--- config.mk ---
export PLATFORM = sky130hd
export DESIGN_NAME = multdiv_32
export DESIGN_NICKNAME = d
export VERILOG_FILES = /design/src/rtl/multdiv_pkg.sv /design/src/rtl/multdiv_32_add_sub_33.sv /design/src/rtl/multdiv_32.sv
export SDC_FILE = /design/constraint.sdc
export NUM_CORES = 1
export LEC_CHECK = 0
export CELL_PAD_IN_SITES_DETAIL_PLACEMENT = 1
export CELL_PAD_IN_SITES_GLOBAL_PLACEMENT = 1
export CORE_ASPECT_RATIO = 0.75
export CORE_MARGIN = 2
export CORE_UTILIZATION = 42
export CTS_BUF_LIST = sky130_fd_sc_hd__clkbuf_2
export DETAILED_ROUTE_END_ITERATION = 10
export PLACE_DENSITY = 0.77
export SLEW_MARGIN = 20
export SYNTH_ARGS = -nofsm -noshare
export SYNTH_HDL_FRONTEND = slang
export SYNTH_HIERARCHICAL = 1
export SYNTH_SLANG_ARGS = --single-unit
export TNS_END_PERCENT = 20
--- constraint.sdc ---
create_clock -name clock -period 4.7 [get_ports clock]
set_input_delay 1.175 -clock clock [delete_from_list [all_inputs] [get_ports clock]]
set_output_delay 1.175 -clock clock [all_outputs]
set_load 0.02 [all_outputs]
--- src/rtl/multdiv_pkg.sv ---
// Shared constants, FSM encoding and helpers for the 32-bit multiply/divide unit.
package multdiv_pkg;

  localparam int DATA_W     = 32;
  localparam int ITER_COUNT = 32;
  localparam int CNT_W      = 6;

  localparam logic [DATA_W-1:0] MIN_NEG = {1'b1, {(DATA_W-1){1'b0}}};

  typedef enum logic [1:0] {
    IDLE = 2'd0,
    MULT = 2'd1,
    DIV  = 2'd2,
    DONE = 2'd3
  } state_t;

  // Two's-complement magnitude; MIN_NEG maps onto itself, which is the correct unsigned magnitude.
  function automatic logic [DATA_W-1:0] abs_val(input logic [DATA_W-1:0] v);
    return v[DATA_W-1] ? (~v + 1'b1) : v;
  endfunction

endpackage

--- src/rtl/multdiv_32_add_sub_33.sv ---
// 33-bit adder/subtractor with carry-out, shared by the multiply accumulate and the divide trial subtract.
module add_sub_33
  import multdiv_pkg::*;
(
  input  logic [DATA_W:0] a,
  input  logic [DATA_W:0] b,
  input  logic            sub,
  output logic [DATA_W:0] sum,
  output logic            cout
);

  logic [DATA_W+1:0] full;

  // In subtract mode cout=1 means no borrow, i.e. a >= b.
  assign full = {1'b0, a} + {1'b0, (sub ? ~b : b)} + (DATA_W+2)'(sub);
  assign sum  = full[DATA_W:0];
  assign cout = full[DATA_W+1];

endmodule

--- src/rtl/multdiv_32.sv ---
// Iterative signed 32-bit multiplier / divider: 32 radix-2 steps on magnitudes, sign fixed at the end.
module multdiv_32
  import multdiv_pkg::*;
(
  input  logic              clock,
  input  logic              reset,
  input  logic [DATA_W-1:0] data_operandA,
  input  logic [DATA_W-1:0] data_operandB,
  input  logic              ctrl_MULT,
  input  logic              ctrl_DIV,
  output logic [DATA_W-1:0] data_result,
  output logic              data_exception,
  output logic              data_resultRDY,
  output logic              busy
);

  state_t              state, state_nxt;
  logic [CNT_W-1:0]    count;
  logic [DATA_W-1:0]   mag_a, mag_b, hi, lo;
  logic                neg, div_zero, div_ovf;
  logic                start, last;
  logic [DATA_W:0]     add_a, add_b, add_sum;
  logic                add_sub, add_cout;
  logic [2*DATA_W-1:0] prod_u, prod_s;
  logic [DATA_W-1:0]   quot_s;

  assign start = ((state == IDLE) || (state == DONE)) && (ctrl_MULT ^ ctrl_DIV);
  assign last  = (count == CNT_W'(ITER_COUNT));
  assign busy  = (state == MULT) || (state == DIV);

  // NOTE: sequential state is written with non-blocking assignments so every register samples pre-edge values.
  always_ff @(posedge clock) begin
    if (reset) state <= IDLE;
    else       state <= state_nxt;
  end

  // NOTE: state_nxt gets a default before the case so no path leaves it unassigned (no latch).
  always_comb begin
    state_nxt = state;
    case (state)
      IDLE, DONE: begin
        state_nxt = IDLE;
        if (start) state_nxt = ctrl_MULT ? MULT : DIV;
      end
      MULT, DIV: if (last) state_nxt = DONE;
      default:   state_nxt = IDLE;
    endcase
  end

  // Multiply: hi accumulates |A| when the multiplier LSB is set. Divide: {hi,lo[31]} minus |B|.
  always_comb begin
    add_sub = (state == DIV);
    if (state == DIV) begin
      add_a = {hi, lo[DATA_W-1]};
      add_b = {1'b0, mag_b};
    end else begin
      add_a = {1'b0, hi};
      add_b = {1'b0, mag_a};
    end
  end

  add_sub_33 u_add_sub (
    .a    (add_a),
    .b    (add_b),
    .sub  (add_sub),
    .sum  (add_sum),
    .cout (add_cout)
  );

  assign prod_u = {hi, lo};
  assign prod_s = neg ? (~prod_u + 1'b1) : prod_u;
  assign quot_s = neg ? (~lo + 1'b1) : lo;

  always_ff @(posedge clock) begin
    if (reset) begin
      count          <= '0;
      mag_a          <= '0;
      mag_b          <= '0;
      hi             <= '0;
      lo             <= '0;
      neg            <= 1'b0;
      div_zero       <= 1'b0;
      div_ovf        <= 1'b0;
      data_result    <= '0;
      data_exception <= 1'b0;
      data_resultRDY <= 1'b0;
    end else begin
      data_resultRDY <= 1'b0;
      if (start) begin
        mag_a    <= abs_val(data_operandA);
        mag_b    <= abs_val(data_operandB);
        neg      <= data_operandA[DATA_W-1] ^ data_operandB[DATA_W-1];
        div_zero <= (data_operandB == '0);
        div_ovf  <= (data_operandA == MIN_NEG) && (data_operandB == '1);
        hi       <= '0;
        lo       <= ctrl_MULT ? abs_val(data_operandB) : abs_val(data_operandA);
        count    <= '0;
      end else if (busy && !last) begin
        count <= count + 1'b1;
        if (state == MULT) begin
          if (lo[0]) begin
            hi <= add_sum[DATA_W:1];
            lo <= {add_sum[0], lo[DATA_W-1:1]};
          end else begin
            hi <= {1'b0, hi[DATA_W-1:1]};
            lo <= {hi[0], lo[DATA_W-1:1]};
          end
        end else begin
          // Restoring step: keep the trial difference only when it did not borrow.
          hi <= add_cout ? add_sum[DATA_W-1:0] : add_a[DATA_W-1:0];
          lo <= {lo[DATA_W-2:0], add_cout};
        end
      end else if (busy) begin
        data_resultRDY <= 1'b1;
        if (state == MULT) begin
          data_result    <= prod_s[DATA_W-1:0];
          data_exception <= ~((&prod_s[2*DATA_W-1:DATA_W-1]) | ~(|prod_s[2*DATA_W-1:DATA_W-1]));
        end else if (div_zero) begin
          data_result    <= '0;
          data_exception <= 1'b1;
        end else begin
          data_result    <= quot_s;
          data_exception <= div_ovf;
        end
      end
    end
  end

endmodule

==> metrics.csv <==
metric,value,unit
run status,"complete, no violations",
mux contribution to synthesized area,12.6,%
final slew viol count,0,
finished layout cell area,16000,um2
peak supply drop,0.000348,V
Final ANT Viol Nets,0,
hold slack,482,ps
CTS H-tree depth,4,
DP HPWL,38600,um
die width,217,um
Clock Skews,54.6,ps
dpl cell area,15700,um2
gp weighted congestion,0.958,
critical path capture point type,flip-flop,
leading area contributor after synthesis,dfxtp_1,
first-pass GRT wire length,78400,um
grt met3 use,4.15,%
Clock Tree Buf Depth,2,
mapped cell area,14300,um2
met1 GRT Util,42.1,%
nets,1965,
TritonCTS Sinks,173,
wire length per cell,21.6,um
drt via density,6.15,
fin crit share,92.8,%
Reg area,3460,um2
Vias,14300,
Die ar.,35500,um2
crit-path cells,inv_1 > ha_4 > buf_6 > mux2_2 > xor2_1 > ha_1 > a21o_1 > a311o_1 > a21oi_2 > o21a_2 > o31ai_2 > nand2_1 > a21oi_4 > buf_4 > mux2i_1 > o211ai_1 > o21ai_0 > nor2_1,
Die Y,164,um
initial antenna violation count,1,
crit path DAT,5140,ps
cell family with most CP delay,compound AO/OA/AOI/OAI gates,
TritonRoute pass-1 iters,5,
async set-reset flop share out of synthesis,0,%
Cells after Synth,1840,
initial core utilization,42.6,%
Simple-Gate Fraction of Synth Area,20.4,%
Synth area leaders,"dfxtp_1, mux2_2, xor2_1",
multi-input logic area,10100,um2
setup violators final,0,
Clock Pin Slew Worst Setup and Hold Paths,270,ps
number of global-route vias before repair,13700,
crit-path max FO,13,
DRC,0,
Post-synth EDFFs,0,
Worst Path Required,5480,ps
largest family of logic cells by synthesized area,compound AO/OA/AOI/OAI gates,
core area,33500,um2
pwr dens,622,nW/um2
WP buf/inv,3,
post-synthesis sequential area ratio,24.2,%
"slowest stage cell, crit path",dfxtp_1,
CTS Hold Bufs,0,
Hold Path Class,reg -> reg,
final wirelength,50100,um
Netlist cell types,86,
CTS root buf,clkbuf_2,
total gr overflow,0,
pin count of the biggest net entering global routing,130,
Critical Path Start Type,flip-flop,
unrepaired setup endpoints after global routing,false,
Num CTS Buffers,17,
Worst-Skew Late Latency,890,ps
Power Total,9980,uW
Slew HR,41.9,%
Syn Area/Cell,7.77,um2
CTS tree,built,
Final Hold Fails,0,
port bufs,102,
critical path's largest stage delay,410,ps
share of cells above drive strength 1,11.9,%
Row Count,58,
Total GRT Usage,28.0,%
synth-to-layout area growth,12.2,%
Synth Flop Type,dfxtp_1,
area share of the largest cell type after synthesis,24.2,%
Synth Area in XOR/XNOR,11.0,%
number of warnings issued by yosys,6,
fmax,229,MHz
"FF+latch count, synth",173,
Top Usage Layer GRT,met1,
post-route setup TNS,0,ps
Syn Nets,1949,
io pins,103,
number of max-cap violations,0,
post-synthesis adder-cell area fraction,3.64,%
Tmin final,4360,ps
global routing met2 resource utilization,41.8,%
Slew @ Worst Pin,872,ps
Iter 0 DRT Violations,1205,
critical path class,reg -> reg,
static leakage,0.00583,uW
fillers,4120,
compound-cell area share of the yosys netlist,22.7,%
==> layout make-up <==
cell class | count | share of cell area [%]
Clock inverter | 15 | 1.12
Tap cell | 450 | 3.51
Timing Repair Buffer | 161 | 9.44
Clock buffer | 17 | 0.531
Antenna cell | 1 | 0.0156
Sequential cell | 173 | 21.6
Inverter | 26 | 0.609
Multi-Input combinational cell | 1477 | 63.2
==> placed cells by master, fill, tap and decap left out, types with 19 or more instances in the layout <==
cell type,Yosys,layout
a211oi_1,57,57
a21oi_1,86,81
a22oi_1,32,32
buf_4,3,54
clkdlybuf4s50_1,0,100
dfxtp_1,173,172
ha_1,40,38
inv_1,26,26
mux2_2,93,93
mux2i_1,74,74
nand2_1,171,171
nand3_1,19,19
nand4_1,28,28
nor2_1,212,212
nor3_1,52,52
nor4_1,26,26
o211ai_1,68,68
o21ai_0,88,88
o31ai_1,34,34
o41ai_1,20,20
or3_1,22,22
or4_1,27,27
xnor2_1,69,69
xor2_1,111,111
==> logic make-up (layout without fill, tap and decap cells) <==
| group | after synthesis | in the layout |
|---|---|---|
| AOI/OAI and AO/OA | 475 | 475 |
| xor gates and xnor gates | 180 | 180 |
| adders and majority gates | 41 | 41 |
| buffers and inverters | 190 | 219 |
| DFF | 173 | 173 |
| muxes | 168 | 168 |
| other | 1 | 2 |
| and+or+nand+nor | 612 | 612 |
==> repair_timing <==
| item | 4_1_cts | 5_1_grt |
|---|---|---|
| endpoints found under the setup margin | 0 | 20 |
| setup buffers | 0 | 1 |
| gates resized for setup | 0 | 2 |
| hold endpoints to repair | 0 | 0 |
==> synthesized netlist by cell type (all sizes together), types with 57 or more instances <==
| cell type | number |
|---|---|
| nor2 | 212 |
| dfxtp | 173 |
| nand2 | 171 |
| clkbuf | 128 |
| xor2 | 111 |
| mux2 | 94 |
| o21ai | 93 |
| a21oi | 88 |
| mux2i | 74 |
| xnor2 | 69 |
| o211ai | 68 |
| a211oi | 57 |
==> through the flow <==
step                cells  setup WS, ps  util (%)
floorplan            1840          25.5         -
global placement     2286           187      47.0
detailed placement   2286          29.0      47.0
CTS                  2318           227      47.8
global route         2320          2.66      47.8
finish               2320           340      47.8
==> registers in the layout, summed over array words and instances (netlist names) <==
signal and flops:
data_result 32, div_ovf 1, div_zero 1, lo 32, hi 32, mag_b 32, state 2, neg 1
mag_a 32, count 6, data_exception 1, data_resultRDY 1
==> per-layer routing <==
metal,routed length (um),up-vias
li1,-,6754
met1,25400,7043
met2,21000,425
met3,2840,49
met4,830,0
met5,0,-
==> power by group <==
| part | leakage, uW | internal (uW) | total [uW] | switching, uW |
|---|---|---|---|---|
| clock | 0.000157 | 225 | 858 | 633 |
| sequential | 0.00142 | 1830 | 2440 | 607 |
| combinational | 0.00425 | 2590 | 6680 | 4100 |
| total | 0.00583 | 4640 | 9980 | 5340 |
==> path summary, 6_finish.rpt <==
path	startpoint	endpoint	slack (ps)	depth (start not counted)
max	state[0]$_SDFFE_PP0N_	hi[10]$_SDFFE_PP0P_	340	18
min	mag_b[31]$_SDFFE_PP0P_	mag_b[31]$_SDFFE_PP0P_	480	2
max reg2reg	state[0]$_SDFFE_PP0N_	hi[10]$_SDFFE_PP0P_	340	18
min reg2reg	mag_b[31]$_SDFFE_PP0P_	mag_b[31]$_SDFFE_PP0P_	480	2
==> worst register-to-register path: stages (launching register included) <==
cell	delay, ps
dfxtp_1	410
inv_1	130
ha_4	300
buf_6	210
mux2_2	370
xor2_1	180
ha_1	400
a21o_1	170
a311o_1	170
a21oi_2	110
o21a_2	240
o31ai_2	390
nand2_1	180
a21oi_4	200
buf_4	290
mux2i_1	220
o211ai_1	100
o21ai_0	140
nor2_1	70
(Power assumes the default switching activity.)
